`src/rtl/mc_pi_pkg.sv`:
```
// Shared types and helpers for the Monte-Carlo pi engine: FSM state encoding,
// default LFSR constants and a width-generic Galois LFSR step.
package mc_pi_pkg;

  typedef enum logic [1:0] {
    IDLE = 2'd0,
    SQ_X = 2'd1,
    SQ_Y = 2'd2,
    ACC  = 2'd3
  } mc_state_e;

  localparam int          LFSR_MAX_W    = 32;
  localparam logic [15:0] DEF_LFSR_TAPS = 16'hB400;
  localparam logic [15:0] DEF_SEED      = 16'hACE1;

  // Narrower LFSRs pass zero-extended state and taps; the right shift keeps upper bits zero.
  function automatic logic [LFSR_MAX_W-1:0] lfsr_next(input logic [LFSR_MAX_W-1:0] cur,
                                                      input logic [LFSR_MAX_W-1:0] taps);
    lfsr_next = (cur >> 1) ^ (cur[0] ? taps : {LFSR_MAX_W{1'b0}});
  endfunction

endpackage

```
`src/rtl/mc_pi_engine_if.sv`:
```
// Control/status bundle of mc_pi_engine. MC_PI_SAMPLE_LIMIT_EN adds sample_limit.
interface mc_pi_engine_if #(
  parameter int CNT_W  = 16,
  parameter int LFSR_W = 16
);
  logic              run;
  logic              clear;
  logic              seed_load;
  logic [LFSR_W-1:0] seed_in;
  logic [CNT_W-1:0]  cnt_total;
  logic [CNT_W-1:0]  cnt_in;
  logic              busy;
  logic              done;
`ifdef MC_PI_SAMPLE_LIMIT_EN
  logic [CNT_W-1:0]  sample_limit;

  modport master (output run, clear, seed_load, seed_in, sample_limit,
                  input  cnt_total, cnt_in, busy, done);
  modport slave  (input  run, clear, seed_load, seed_in, sample_limit,
                  output cnt_total, cnt_in, busy, done);
`else
  modport master (output run, clear, seed_load, seed_in,
                  input  cnt_total, cnt_in, busy, done);
  modport slave  (input  run, clear, seed_load, seed_in,
                  output cnt_total, cnt_in, busy, done);
`endif
endinterface

```
`src/rtl/mc_pi_seq_square.sv`:
```
// Bit-serial shift-add squarer: bit 0 on the start edge, one bit per enabled edge after,
// exact product with valid after FRAC_W enabled edges; everything holds while en=0.
module mc_pi_seq_square #(
  parameter int FRAC_W = 8
) (
  input  logic                clk,
  input  logic                rst_n,
  input  logic                start,
  input  logic                en,
  input  logic [FRAC_W-1:0]   a,
  output logic [2*FRAC_W-1:0] p,
  output logic                valid
);
  localparam int PW = 2 * FRAC_W;
  localparam int SW = $clog2(FRAC_W);

  logic [PW-1:0]     acc_r;
  logic [PW-1:0]     mcand_r;
  logic [FRAC_W-1:0] mplier_r;
  logic [SW-1:0]     step_r;
  logic              active_r;
  logic              valid_r;

  // Partial-product accumulation, one multiplier bit per enabled cycle
  always_ff @(posedge clk) begin
    if (!rst_n) begin
      acc_r    <= '0;
      mcand_r  <= '0;
      mplier_r <= '0;
      step_r   <= '0;
      active_r <= 1'b0;
      valid_r  <= 1'b0;
    end else if (en && start) begin
      acc_r    <= a[0] ? PW'(a) : '0;
      mcand_r  <= PW'(a) << 1;
      mplier_r <= a >> 1;
      step_r   <= SW'(1);
      active_r <= 1'b1;
      valid_r  <= 1'b0;
    end else if (en && active_r) begin
      acc_r    <= acc_r + (mplier_r[0] ? mcand_r : '0);
      mcand_r  <= mcand_r << 1;
      mplier_r <= mplier_r >> 1;
      step_r   <= step_r + SW'(1);
      if (step_r == SW'(FRAC_W - 1)) begin
        active_r <= 1'b0;
        valid_r  <= 1'b1;
      end
    end
  end

  assign p     = acc_r;
  assign valid = valid_r;

endmodule

```
`src/rtl/mc_pi_engine.sv`:
```
// Monte-Carlo pi estimator: LFSR-drawn x,y, bit-serial squaring, total/inside counters.
// Build option MC_PI_SAMPLE_LIMIT_EN stops sampling when cnt_total reaches bus.sample_limit.
module mc_pi_engine
  import mc_pi_pkg::*;
#(
  parameter int                FRAC_W    = 8,
  parameter int                CNT_W     = 16,
  parameter int                LFSR_W    = 16,
  parameter logic [LFSR_W-1:0] LFSR_TAPS = LFSR_W'(DEF_LFSR_TAPS),
  parameter logic [LFSR_W-1:0] SEED      = LFSR_W'(DEF_SEED)
) (
  input logic           clk,
  input logic           rst_n,
  mc_pi_engine_if.slave bus
);
  localparam int             PW       = 2 * FRAC_W;
  localparam int             BW       = $clog2(FRAC_W);
  localparam logic [PW:0]    UNIT_SUM = {1'b1, {PW{1'b0}}};

  mc_state_e         state_r;
  logic [BW-1:0]     bit_cnt_r;
  logic [FRAC_W-1:0] operand_r;
  logic [PW-1:0]     xsq_r;
  logic [LFSR_W-1:0] lfsr_r;
  logic [CNT_W-1:0]  cnt_total_r;
  logic [CNT_W-1:0]  cnt_in_r;
  logic              busy_r;
  logic              done_r;

  logic              adv_s;
  logic              last_bit_s;
  logic              sq_en_s;
  logic              sq_start_s;
  logic [PW-1:0]     sq_p_s;
  logic              sq_valid_s;
  logic [PW:0]       sum_s;
  logic              inside_s;
  logic [CNT_W-1:0]  tot_inc_s;
  logic              sat_s;
  logic              lim_hit_s;
  logic [LFSR_W-1:0] lfsr_nxt_s;

  // Advance qualifiers, squarer control and accumulate-stage decisions
  always_comb begin
    adv_s      = bus.run & ~bus.clear & ~bus.seed_load;
    last_bit_s = (bit_cnt_r == BW'(FRAC_W - 1));
    if (adv_s && (state_r == SQ_X || state_r == SQ_Y)) begin
      sq_en_s    = 1'b1;
      sq_start_s = (bit_cnt_r == '0);
    end else begin
      sq_en_s    = 1'b0;
      sq_start_s = 1'b0;
    end
    sum_s      = {1'b0, xsq_r} + {1'b0, sq_p_s};
    inside_s   = (sum_s < UNIT_SUM);
    tot_inc_s  = cnt_total_r + CNT_W'(1);
    sat_s      = &tot_inc_s;
`ifdef MC_PI_SAMPLE_LIMIT_EN
    lim_hit_s  = (bus.sample_limit != '0) && (tot_inc_s == bus.sample_limit);
`else
    lim_hit_s  = 1'b0;
`endif
    lfsr_nxt_s = LFSR_W'(lfsr_next(LFSR_MAX_W'(lfsr_r), LFSR_MAX_W'(LFSR_TAPS)));
  end

  mc_pi_seq_square #(.FRAC_W(FRAC_W)) u_square (
    .clk   (clk),
    .rst_n (rst_n),
    .start (sq_start_s),
    .en    (sq_en_s),
    .a     (operand_r),
    .p     (sq_p_s),
    .valid (sq_valid_s)
  );

  // Random source; a zero seed would lock the LFSR, so it falls back to SEED
  always_ff @(posedge clk) begin
    if (!rst_n) begin
      lfsr_r <= SEED;
    end else if (bus.seed_load) begin
      lfsr_r <= (bus.seed_in == '0) ? SEED : bus.seed_in;
    end else if (bus.clear) begin
      lfsr_r <= lfsr_r;
    end else if (bus.run) begin
      lfsr_r <= lfsr_nxt_s;
    end
  end

  // Sample sequencer and counters; x^2 is parked in xsq_r while y is squared
  always_ff @(posedge clk) begin
    if (!rst_n || bus.clear) begin
      state_r     <= IDLE;
      bit_cnt_r   <= '0;
      cnt_total_r <= '0;
      cnt_in_r    <= '0;
      busy_r      <= 1'b0;
      done_r      <= 1'b0;
      if (!rst_n) begin
        operand_r <= '0;
        xsq_r     <= '0;
      end
    end else if (adv_s) begin
      case (state_r)
        IDLE: begin
          if (!done_r) begin
            state_r   <= SQ_X;
            operand_r <= lfsr_r[FRAC_W-1:0];
            bit_cnt_r <= '0;
            busy_r    <= 1'b1;
          end
        end
        SQ_X: begin
          if (last_bit_s) begin
            state_r   <= SQ_Y;
            operand_r <= lfsr_r[FRAC_W-1:0];
            bit_cnt_r <= '0;
          end else begin
            bit_cnt_r <= bit_cnt_r + BW'(1);
          end
        end
        SQ_Y: begin
          if (bit_cnt_r == '0 && sq_valid_s) begin
            xsq_r <= sq_p_s;
          end
          if (last_bit_s) begin
            state_r   <= ACC;
            bit_cnt_r <= '0;
          end else begin
            bit_cnt_r <= bit_cnt_r + BW'(1);
          end
        end
        ACC: begin
          cnt_total_r <= tot_inc_s;
          if (inside_s) begin
            cnt_in_r <= cnt_in_r + CNT_W'(1);
          end
          if (sat_s || lim_hit_s) begin
            state_r <= IDLE;
            done_r  <= 1'b1;
            busy_r  <= 1'b0;
          end else begin
            state_r   <= SQ_X;
            operand_r <= lfsr_r[FRAC_W-1:0];
          end
        end
        default: begin
          state_r <= IDLE;
          busy_r  <= 1'b0;
        end
      endcase
    end
  end

  assign bus.cnt_total = cnt_total_r;
  assign bus.cnt_in    = cnt_in_r;
  assign bus.busy      = busy_r;
  assign bus.done      = done_r;

endmodule

```
`src/flat_wrapper.sv`:
```
// flat-port wrapper written by rule: the top's interface ports become plain ports
module mc_pi_engine_flat import mc_pi_pkg::*;
#(
  parameter int                FRAC_W    = 8,
  parameter int                CNT_W     = 16,
  parameter int                LFSR_W    = 16,
  parameter logic [LFSR_W-1:0] LFSR_TAPS = LFSR_W'(DEF_LFSR_TAPS),
  parameter logic [LFSR_W-1:0] SEED      = LFSR_W'(DEF_SEED)
)
  (clk, rst_n, bus_run, bus_clear, bus_seed_load, bus_seed_in, bus_cnt_total, bus_cnt_in, bus_busy, bus_done);
  mc_pi_engine_if #(.CNT_W(CNT_W), .LFSR_W(LFSR_W)) bus_i ();
  input logic clk;
  input logic rst_n;
  input wire logic [$bits(bus_i.run)-1:0] bus_run;
  input wire logic [$bits(bus_i.clear)-1:0] bus_clear;
  input wire logic [$bits(bus_i.seed_load)-1:0] bus_seed_load;
  input wire logic [$bits(bus_i.seed_in)-1:0] bus_seed_in;
  output wire logic [$bits(bus_i.cnt_total)-1:0] bus_cnt_total;
  output wire logic [$bits(bus_i.cnt_in)-1:0] bus_cnt_in;
  output wire logic [$bits(bus_i.busy)-1:0] bus_busy;
  output wire logic [$bits(bus_i.done)-1:0] bus_done;
  assign bus_i.run = bus_run;
  assign bus_i.clear = bus_clear;
  assign bus_i.seed_load = bus_seed_load;
  assign bus_i.seed_in = bus_seed_in;
  assign bus_cnt_total = bus_i.cnt_total;
  assign bus_cnt_in = bus_i.cnt_in;
  assign bus_busy = bus_i.busy;
  assign bus_done = bus_i.done;
  mc_pi_engine #(.FRAC_W(FRAC_W), .CNT_W(CNT_W), .LFSR_W(LFSR_W), .LFSR_TAPS(LFSR_TAPS), .SEED(SEED)) u_core (.clk(clk), .rst_n(rst_n), .bus(bus_i));
endmodule
```
`config.mk`:
```
export PLATFORM = sky130hd
export DESIGN_NAME = mc_pi_engine_flat
export DESIGN_NICKNAME = d
export VERILOG_FILES = /design/src/rtl/mc_pi_pkg.sv /design/src/rtl/mc_pi_engine_if.sv /design/src/rtl/mc_pi_seq_square.sv /design/src/rtl/mc_pi_engine.sv /design/src/flat_wrapper.sv
export SDC_FILE = /design/constraint.sdc
export NUM_CORES = 1
export LEC_CHECK = 0
export BUFFER_PORTS_ARGS = -buffer_cell sky130_fd_sc_hd__buf_2
export CAP_MARGIN = 40
export CELL_PAD_IN_SITES_DETAIL_PLACEMENT = 0
export CELL_PAD_IN_SITES_GLOBAL_PLACEMENT = 1
export CORE_MARGIN = 3
export CORE_UTILIZATION = 42
export DETAILED_ROUTE_END_ITERATION = 12
export PLACE_DENSITY_LB_ADDON = 0.2
export SYNTH_ARGS = -nofsm -noshare
export SYNTH_HDL_FRONTEND = slang
export SYNTH_SLANG_ARGS = --single-unit
```
`constraint.sdc`:
```
create_clock -name clk -period 2.37 [get_ports clk]
set_input_delay 0.237 -clock clk [delete_from_list [all_inputs] [get_ports clk]]
set_output_delay 0.237 -clock clk [all_outputs]
set_load 0.01 [all_outputs]
```
==> impl_metrics.yaml <==
worst_setup_path:
  start_kind: "register"
  cp.depth: 11
  critPathTopFamily: "compound AO/OA/AOI/OAI gates"
  crit_type: "reg -> reg"
  end_kind: "register"
  rr_worst_depth: 11
  cp_max_fo: 8
  slowest_stage: "dfxtp_4"
  critPathMaxStageDelay_ps: 360
  arrival_ps: 2570
  required_ps: 2680
  cp_cell_sequence: "and2_1 > ha_2 > inv_2 > fa_2 > nor2b_2 > o31a_1 > buf_4 > or2_2 > a211o_1 > nand3_1 > a21oi_1"
  worst-path-buf-inv: 2
floorplanning:
  coreArea_um2: 15400
  die_x_um: 132
  initial_core_util: 0.435
  ioPinCount: 55
  dieHeight_um: 132
  num_rows: 45
  die-area_um2: 17500
yosys:
  synth_nets: 827
  syn_avg_cell_area_um2: 8.79
  synth_cells: 763
  synth_area_um2: 6710
  synthTopCellsByArea: "dfxtp_1, edfxtp_1, ha_1"
  yosys_warnings: 0
  yosysTopAreaCell: "dfxtp_1"
  synth_edf_count: 24
  synth_top_flop_cell: "dfxtp_1"
  ys_seq_area_frac: 0.400
  synth.top_cell.area_share: 0.292
  ys_ff_latch: 122
  yosysMostFrequentCell: "dfxtp_1"
  async_flop_share: 0
  synth.distinct_cells: 62
  synth_commonest_cells: "dfxtp_1, nand2_1, nor2_1, and2_1, a21oi_1"
detailed_routing:
  wl_per_cell_um: 15.1
  viasPerCell: 5.44
  wirelength_um: 16100
  drc: 0
  drtIter0Drc: 330
  dr.pass1.iters: 7
  final_antenna_net_count: 0
  vias: 5790
layout:
  final_util: 0.525
  layout-drive-gt1-share: 0.196
  final_cells: 1065
  ff_latch_area_um2: 2700
  multi_input_area_um2: 3880
  antenna_cells: 0
  syn2layout_area_growth_pct: 20.7
  fill_cells: 1517
  final_nets: 906
clock_network:
  clk_path_buf_depth: 2
  clock_sinks: 122
  cts_tree: "built"
  clock_latency_ps: 420
  path_clk_slew_ps: 50
  holdBufCountCts: 0
  numCtsBuffers: 17
  htreeDepth: 4
  cts_root_buf: "clkbuf_16"
global_routing:
  antenna_found_initial: 0
  grt_pass1_vias: 5549
  grt_first_pass_wirelength_um: 26900
  overflow: 0
  track_usage: 0.184
  grt_max_degree: 39
worst_hold_path:
  hold_depth: 3
  hold_path.class: "in -> reg"
sta:
  finalSetupViolCount: 0
  min_period_ps: 2260
  fmax_mhz: 443
  slew_headroom: 0.601
  slew_violations: 0
  worst_slew_pin_slew_ps: 596
  clock_skew_ps: 4.75
  rsz0062_at_grt: "no"
  hold_violations: 0
  period_share: 0.953
  holdWs_ps: 79.6
placed_design:
  port_buffers: 54
  placedCellCount: 1031
  dpl.hpwl_um: 11600
  place_congestion: 0.862
run:
  drv_cap: 0
power_and_ir_drop:
  leakagePower_uw: 0.00328
  vdd_ir_drop_max_mv: 0.510
  powerDensity_nw_per_um2: 599
run_status:
  status: "complete, no violations"
-- cell families (layout without fill, tap and decap cells) --
kind of cell / count (synthesis) / count (layout) / synth area share
buffers and inverters: 59 / 149 / 0.0371
adder cells (fa/ha/maj): 43 / 43 / 0.0813
AND/OR/NAND/NOR: 332 / 332 / 0.257
flip-flops: 122 / 122 / 0.400
AO/OA/AOI/OAI: 159 / 160 / 0.158
multiplexers: 17 / 17 / 0.0254
XOR/XNOR: 31 / 31 / 0.0405
-- worst reg2reg max path, stage by stage (launching register included) --
cell and delay, ps:
dfxtp_4 360, and2_1 160, ha_2 180, inv_2 60, fa_2 210, nor2b_2 50, o31a_1 310, buf_4 150
or2_2 270, a211o_1 250, nand3_1 80, a21oi_1 60
-- metrics by stage --
stage | TNS (ps) | setup slack (ps) | power, uW | area [um2]
2_1_floorplan | 0 | 62.3 | 2350 | 6710
3_3_place_gp | 0 | 30.2 | 2420 | 7400
3_5_place_dp | -25.9 | -25.9 | 2430 | 7400
4_1_cts | 0 | 9.32 | 4920 | 7970
5_1_grt | 0 | 3.07 | 5030 | 8100
6_report | 0 | 112 | 4850 | 8100
-- repair_timing --
action	in CTS	in global routing
resized for setup	1	32
setup endpoints to repair	1	26
gates cloned	0	1
pin swaps	0	15
setup buffers	0	2
-- layer usage --
| metal | share of wire | global-route usage | vias up |
|---|---|---|---|
| li1 | - | - | 2909 |
| met1 | 0.47 | 0.247 | 2753 |
| met2 | 0.48 | 0.296 | 109 |
| met3 | 0.038 | 0.0355 | 19 |
| met4 | 0.014 | 0.0658 | 0 |
| met5 | 0 | 0 | - |
-- power breakdown --
group / switching [uW] / internal (uW)
Combinational: 116 / 81.4
Sequential: 30.3 / 2160
Clock: 888 / 1580
Total: 1030 / 3820
-- layout make-up --
class	count	area share
Tap cell	211	0.0326
Timing Repair Buffer	102	0.0779
Multi-Input combinational cell	583	0.480
Sequential cell	122	0.333
Clock inverter	11	0.0125
Clock buffer	20	0.0566
Inverter	16	0.00742
-- flip-flops by register name, summed over array words and instances (netlist names), 2 cells and up --
name and flops:
u_core.lfsr_r 16, u_core.operand_r 8, u_core.u_square.mcand_r 15, u_core.u_square.p 16
u_core.bus.cnt_in 16, u_core.bit_cnt_r 3, u_core.u_square.step_r 3, u_core.state_r 2
u_core.bus.cnt_total 16, u_core.u_square.mplier_r 7, u_core.xsq_r 16
-- cells in the final DEF (no fill, tap or decap), drive strengths merged, types with 4 or more instances in the layout --
cell type,instances
buf,102
clkinv,9
nor3b,5
a21boi,5
nand2b,6
nand4,17
o21a,4
clkbuf,20
or3,13
nor2,64
dfxtp,98
mux2i,17
nor3,14
xor2,14
nor2b,21
o211ai,5
o21ai,38
o22ai,12
nand2,78
edfxtp,24
a21o,6
ha,42
inv,16
a222oi,12
and4,9
xnor2,17
nand3,26
a21oi,46
and3,10
and2,52
a211oi,9
nor4,8
-- path summary, 6_finish.rpt --
path                                     from                           to  slack, ps
setup / recovery  u_core.u_square.mplier_r[0]         u_core.u_square.p[7]        110
hold / removal                 bus_seed_in[7]             u_core.lfsr_r[7]         80
setup reg to reg  u_core.u_square.mplier_r[0]         u_core.u_square.p[7]        110
hold reg to reg   u_core.u_square.mcand_r[14]  u_core.u_square.mcand_r[15]        460
Note: power is estimated with default switching activity, not from simulation.
